## config.mk

```make
export PLATFORM = sky130hd
export DESIGN_NAME = encoder
export DESIGN_NICKNAME = d
export VERILOG_FILES = /design/src/rtl/vluint7_pkg.sv /design/src/rtl/vluint7_ser.sv /design/src/rtl/encoder.sv
export SDC_FILE = /design/constraint.sdc
export NUM_CORES = 1
export LEC_CHECK = 0
export CAP_MARGIN = 20
export CORE_MARGIN = 3
export CORE_UTILIZATION = 43
export DETAILED_ROUTE_END_ITERATION = 10
export DONT_BUFFER_PORTS = 1
export PLACE_DENSITY_LB_ADDON = 0.15
export SETUP_SLACK_MARGIN = 0.15
export SLEW_MARGIN = 15
export SYNTH_ARGS = -nofsm -noshare
export SYNTH_HDL_FRONTEND = slang
export SYNTH_HIERARCHICAL = 1
export SYNTH_SLANG_ARGS = --single-unit
```

## constraint.sdc

```tcl
create_clock -name clk -period 2.6 [get_ports clk]
set_input_delay 0.26 -clock clk [delete_from_list [all_inputs] [get_ports clk]]
set_output_delay 0.26 -clock clk [all_outputs]
set_load 0.005 [all_outputs]
```

## src/rtl/vluint7_pkg.sv

```systemverilog
// Shared definitions for the vluint7 byte-stream encoder.
// Groups are 7 payload bits, and the continuation flag is bit 7.
package vluint7_pkg;

    localparam int VLU_PAYLOAD_BITS = 7;
    localparam int VLU_CONT_BIT     = 7;

    function automatic int vlu_max_bytes(input int width);
        return (width + VLU_PAYLOAD_BITS - 1) / VLU_PAYLOAD_BITS;
    endfunction

    typedef enum logic [2:0] {
        ST_IDLE,
        ST_FETCH,
        ST_LOAD,
        ST_EMIT,
        ST_DONE
    } enc_state_t;

endpackage

```

## src/rtl/vluint7_ser.sv

```systemverilog
// Loadable shift register that emits one vluint7 byte at a time.
// The least significant 7-bit group is emitted first.
module vluint7_ser
    import vluint7_pkg::*;
#(
    parameter int INSTR_WIDTH = 32
) (
    input  logic                   clk,
    input  logic                   reset,
    input  logic                   i_load,
    input  logic [INSTR_WIDTH-1:0] i_data,
    input  logic                   i_shift,
    output logic [7:0]             o_byte,
    output logic                   o_last,
    output logic                   o_word_zero
);

    logic [INSTR_WIDTH-1:0] r_sr;
    logic                   r_zero;
    logic [INSTR_WIDTH-1:0] w_rest;
    logic                   w_cont;

    // The continuation flag looks at what is left once this group is gone.
    assign w_rest      = r_sr >> VLU_PAYLOAD_BITS;
    assign w_cont      = |w_rest;
    assign o_byte      = {w_cont, r_sr[VLU_PAYLOAD_BITS-1:0]};
    assign o_last      = ~w_cont;
    assign o_word_zero = r_zero;

    always_ff @(posedge clk or posedge reset) begin
        if (reset) begin
            r_sr   <= '0;
            r_zero <= 1'b0;
        end else if (i_load) begin
            r_sr   <= i_data;
            r_zero <= (i_data == '0);
        end else if (i_shift) begin
            r_sr   <= w_rest;
        end
    end

endmodule

```

## src/rtl/encoder.sv

```systemverilog
// Drains instruction words from a FIFO and writes them to memory as vluint7 bytes.
// Writing stops after the pair of zero words that marks the end of the program.
module encoder
    import vluint7_pkg::*;
#(
    parameter int INSTR_WIDTH    = 32,
    parameter int MEM_ADDR_WIDTH = 16
) (
    input  logic                      clk,
    input  logic                      reset,
    input  logic                      do_it,
    input  logic [MEM_ADDR_WIDTH-1:0] addr,
    output logic [MEM_ADDR_WIDTH-1:0] addr_out,
    output logic                      busy,
    output logic                      done,
    input  logic                      fifo_empty,
    output logic                      fifo_rd,
    input  logic [INSTR_WIDTH-1:0]    fifo_data,
    output logic                      mem_wr,
    output logic [MEM_ADDR_WIDTH-1:0] mem_addr,
    output logic [7:0]                mem_wdata,
    input  logic                      mem_ready
);

    enc_state_t                r_state;
    logic [MEM_ADDR_WIDTH-1:0] r_addr_out;
    logic                      r_last_zero;

    logic       w_emit;
    logic       w_load;
    logic       w_accept;
    logic [7:0] w_byte;
    logic       w_last;
    logic       w_word_zero;

    assign w_emit   = (r_state == ST_EMIT);
    assign w_load   = (r_state == ST_LOAD);
    assign w_accept = w_emit & mem_ready;

    vluint7_ser #(
        .INSTR_WIDTH(INSTR_WIDTH)
    ) u_ser (
        .clk        (clk),
        .reset      (reset),
        .i_load     (w_load),
        .i_data     (fifo_data),
        .i_shift    (w_accept),
        .o_byte     (w_byte),
        .o_last     (w_last),
        .o_word_zero(w_word_zero)
    );

    // FETCH leaves after one read, so the strobe can never repeat back to back.
    assign fifo_rd   = (r_state == ST_FETCH) & ~fifo_empty;
    assign mem_wr    = w_emit;
    assign mem_addr  = w_emit ? r_addr_out : '0;
    assign mem_wdata = w_emit ? w_byte : '0;
    assign addr_out  = r_addr_out;
    assign busy      = (r_state == ST_FETCH) | w_load | w_emit;
    assign done      = (r_state == ST_DONE);

    always_ff @(posedge clk or posedge reset) begin
        if (reset) begin
            r_state     <= ST_IDLE;
            r_addr_out  <= '0;
            r_last_zero <= 1'b0;
        end else begin
            unique case (r_state)
                ST_IDLE, ST_DONE: begin
                    if (do_it) begin
                        r_addr_out  <= addr;
                        r_last_zero <= 1'b0;
                        r_state     <= ST_FETCH;
                    end
                end
                ST_FETCH: begin
                    if (!fifo_empty) begin
                        r_state <= ST_LOAD;
                    end
                end
                ST_LOAD: begin
                    r_state <= ST_EMIT;
                end
                ST_EMIT: begin
                    if (mem_ready) begin
                        r_addr_out <= r_addr_out + MEM_ADDR_WIDTH'(1);
                        if (w_last) begin
                            if (w_word_zero && r_last_zero) begin
                                r_state <= ST_DONE;
                            end else begin
                                r_last_zero <= w_word_zero;
                                r_state     <= ST_FETCH;
                            end
                        end
                    end
                end
                default: begin
                    r_state <= ST_IDLE;
                end
            endcase
        end
    end

endmodule

```

==> summary.txt <==
Floorplanning
  – Core area: 7290 um2
  – Num ports: 97
  – DIE AREA: 8620 um2
  – Initial Util: 44.5%
  – Rows: 31
  – Die X: 92.8 um
  – Chip height: 92.8 um

Global route
  – Number of global-route vias before repair: 2,452
  – First-pass GRT wire length: 13,100 um
  – Initial antenna violation count: 0
  – Total grt overflow: 0
  – Pin count of the biggest net entering global routing: 35
  – Tot GR Track Use: between 10% and 20%

Hold path
  – Hold Path Class: input port to async pin

Detailed routing
  – # DRC: 0
  – DRT antenna net count: 0
  – DR vias: 2,489
  – DR WL/cell: approximately 18 um
  – Pre-antenna DRT Iters: 4
  – Wirelength, routed: 7970 um
  – DR vias/cell: 5.67
  – 1st-iter DRT viols: 86

Yosys
  – Top FF cell, synth: dfrtp_1
  – Synth Instances: between 300 and 400
  – Syn_area_per_cell: 9.13 um2
  – Post-synth top area cell: dfrtp_1
  – Mapped cell area: 3240 um2
  – Post-synthesis sequential area ratio: between 40 and 50%
  – Area contributors post-synth: dfrtp_1 41%, mux2i_1 8.0%, nand2_1 6.4%
  – Post-synth EDFFs: 0
  – Yosys cell types: 53
  – Flops & latches, synth: 53
  – Ys async rst share: 100%
  – Post-synth top area share: about two fifths
  – Net Count, Synth: 409
  – Synth warn: 6

Clocking
  – CTS tree: done
  – CTS Hold Bufs: 1
  – Clk slew on worst S/H paths: about 0.10 ns
  – Clk_lat worst skew: 0.31 ns
  – Num CTS Buffers: 5
  – Post-CTS Resized: 0
  – Clk buf depth: 2
  – Clock sinks: 53
  – Postcts setup bufs: 0
  – Clock Tree Root: clkbuf_8
  – CTS H-tree lvls: 2

STA
  – Headroom to the max-slew limit: 45.3%
  – Least-Margin Pin Slew: approximately 0.82 ns
  – Final worst path period need: around 2.3 ns
  – RSZ-0062 raised after global routing: false
  – Highest Clock Rate: 439 MHz
  – Max Clock Skew: around 0.0073 ns
  – Final setup vio count: 0
  – Fin. max-slew vios: 0
  – TNS Setup: 0 ns
  – Fin crit share: 87.6%
  – Final hold vios: 20
  – Min Hold Slack: -0.0125 ns

Pwr
  – Pwr dens: ~1200 nW/um2
  – Leak Pwr: 1.34 nW
  – Peak VDD IR: 442 uV

Worst setup path
  – Crit path largest cell delay: roughly 0.63 ns
  – Endpoint class of the critical path: output pin
  – Worst path cell trace: nand2_4 -> inv_4 -> buf_4 -> and2_1
  – Crit path arrival time: between 2 and 2.5 ns
  – Crit path required time: 2.34 ns
  – Critical path peak fanout: 32
  – WS Path Type: flip-flop to output pin
  – CP startpoint kind: flip-flop
  – Slowest stage cell, crit path: dfrtp_1

Placement
  – HPWL after detailed placement: between 5000 and 6000 um
  – IO buf count: 0
  – Placer Congestion: ~0.85
  – Cells after DPL: between 400 and 500

Finish
  – Antenna diode count: 0
  – Commonest cells after routing, fill and taps aside: 55 x nand2_1, 53 x dfrtp_1, 40 x o21ai_0
  – Most common cell after layout, fill and taps aside: nand2_1
  – Nets: 394
  – Final Non-Filler Cells: 439
  – Area growth from synthesis to layout: 3.32%
  – Ratio of cells with drive above 1 in the final layout: 10.6%

Status
  – Status: finished, violations left
  – Failing checks: negative hold slack

Run
  – Max cap viols: 0
## power by group
part | switching [mW] | total, mW | internal [mW] | leakage [nW]
Clock | 0.282 | 0.568 | 0.286 | 0.0546
Sequential | 0.433 | 1.58 | 1.14 | 0.667
Combinational | 1.00 | 1.75 | 0.743 | 0.623
## flip-flops by register name, indices dropped and copies added (netlist names)
signal and count:
u_ser/r_sr 32, addr_out 16, r_state 3, r_last_zero 1, u_ser/o_word_zero 1
## layer usage
| layer | global-route usage (%) | share of wire (%) | routed length (um) |
|---|---|---|---|
| met2 | 30.8 | 47 | 3720 |
| met4 | 5.01 | 1.1 | 89 |
| met1 | 25.6 | 45 | 3550 |
| met3 | 5.28 | 7.7 | 611 |
| met5 | 0 | 0 | 0 |
## path summary, 6_finish.rpt
kind                       cells after the start                          to                     from  slack, ns
setup / recovery                               4                mem_wdata[1]   r_state[0]$_DFFE_PP0P_       0.32
hold / removal                                 1     addr_out[1]$_DFFE_PP0P_                    reset      -0.01
setup reg to reg                               6    addr_out[12]$_DFFE_PP0P_   r_state[0]$_DFFE_PP0P_       0.53
hold reg to reg                                1     r_last_zero$_DFFE_PP0P_  r_last_zero$_DFFE_PP0P_       0.54
max in group asynchronous                      3  u_ser/r_sr[30]$_DFFE_PP0P_                    reset       1.81
min in group clk                               1      r_state[2]$_DFFE_PP0P_                    do_it       0.05
## cell type report
cell class | instances | area [um2]
Fill cell | 734 | 3940
Multi-Input combinational cell | 260 | 1670
Sequential cell | 53 | 1330
Tap cell | 99 | 124
Timing Repair Buffer | 8 | 75.1
Clock buffer | 5 | 68.8
Inverter | 12 | 47.5
Clock inverter | 2 | 38.8
## cells in the mapped netlist (3+ instances only)
cell       instances
nor2_1            11
nor4_1            12
dfrtp_1           53
buf_6              3
nor4_2             5
nor2b_1            3
mux2i_1           26
nand2_1           55
buf_2              8
inv_1             10
a2bb2oi_1          3
and2_1            20
o21ai_0           40
a21oi_1           17
o22ai_1            5
and4_1             3
clkbuf_1           5
nand3_1           10
buf_4             13
nor3_1             3
nand4_1           10
## worst max-delay path: cells and delay by family (launching register included)
kind / cells / cell delay (ns)
buffers and inverters: 2 / 0.61
DFF: 1 / 0.63
and+or+nand+nor: 2 / 0.44
## metrics by stage
step           area [um2]  util (%)  setup slack, ns  total power, mW  hold slack [ns]
6_report             3350      45.9            0.324             3.89          -0.0125
5_1_grt              3350      45.9            0.175             4.25           0.0330
4_1_cts              3350      45.9            0.297             3.94          0.00595
3_5_place_dp         3230      44.3            0.558             3.35            0.273
3_3_place_gp         3230      44.3            0.626             3.33            0.275
2_1_floorplan        3240         -            0.900             3.05            0.224
## kinds of logic after synthesis
family | after synthesis | synth area share [%]
adders and majority gates | 1 | 0.386
DFF | 53 | 40.9
and+or+nand+nor | 146 | 25.2
AOI/OAI and AO/OA | 87 | 17.7
muxes | 26 | 8.03
buffers and inverters | 42 | 7.76
(Power assumes the default switching activity.)
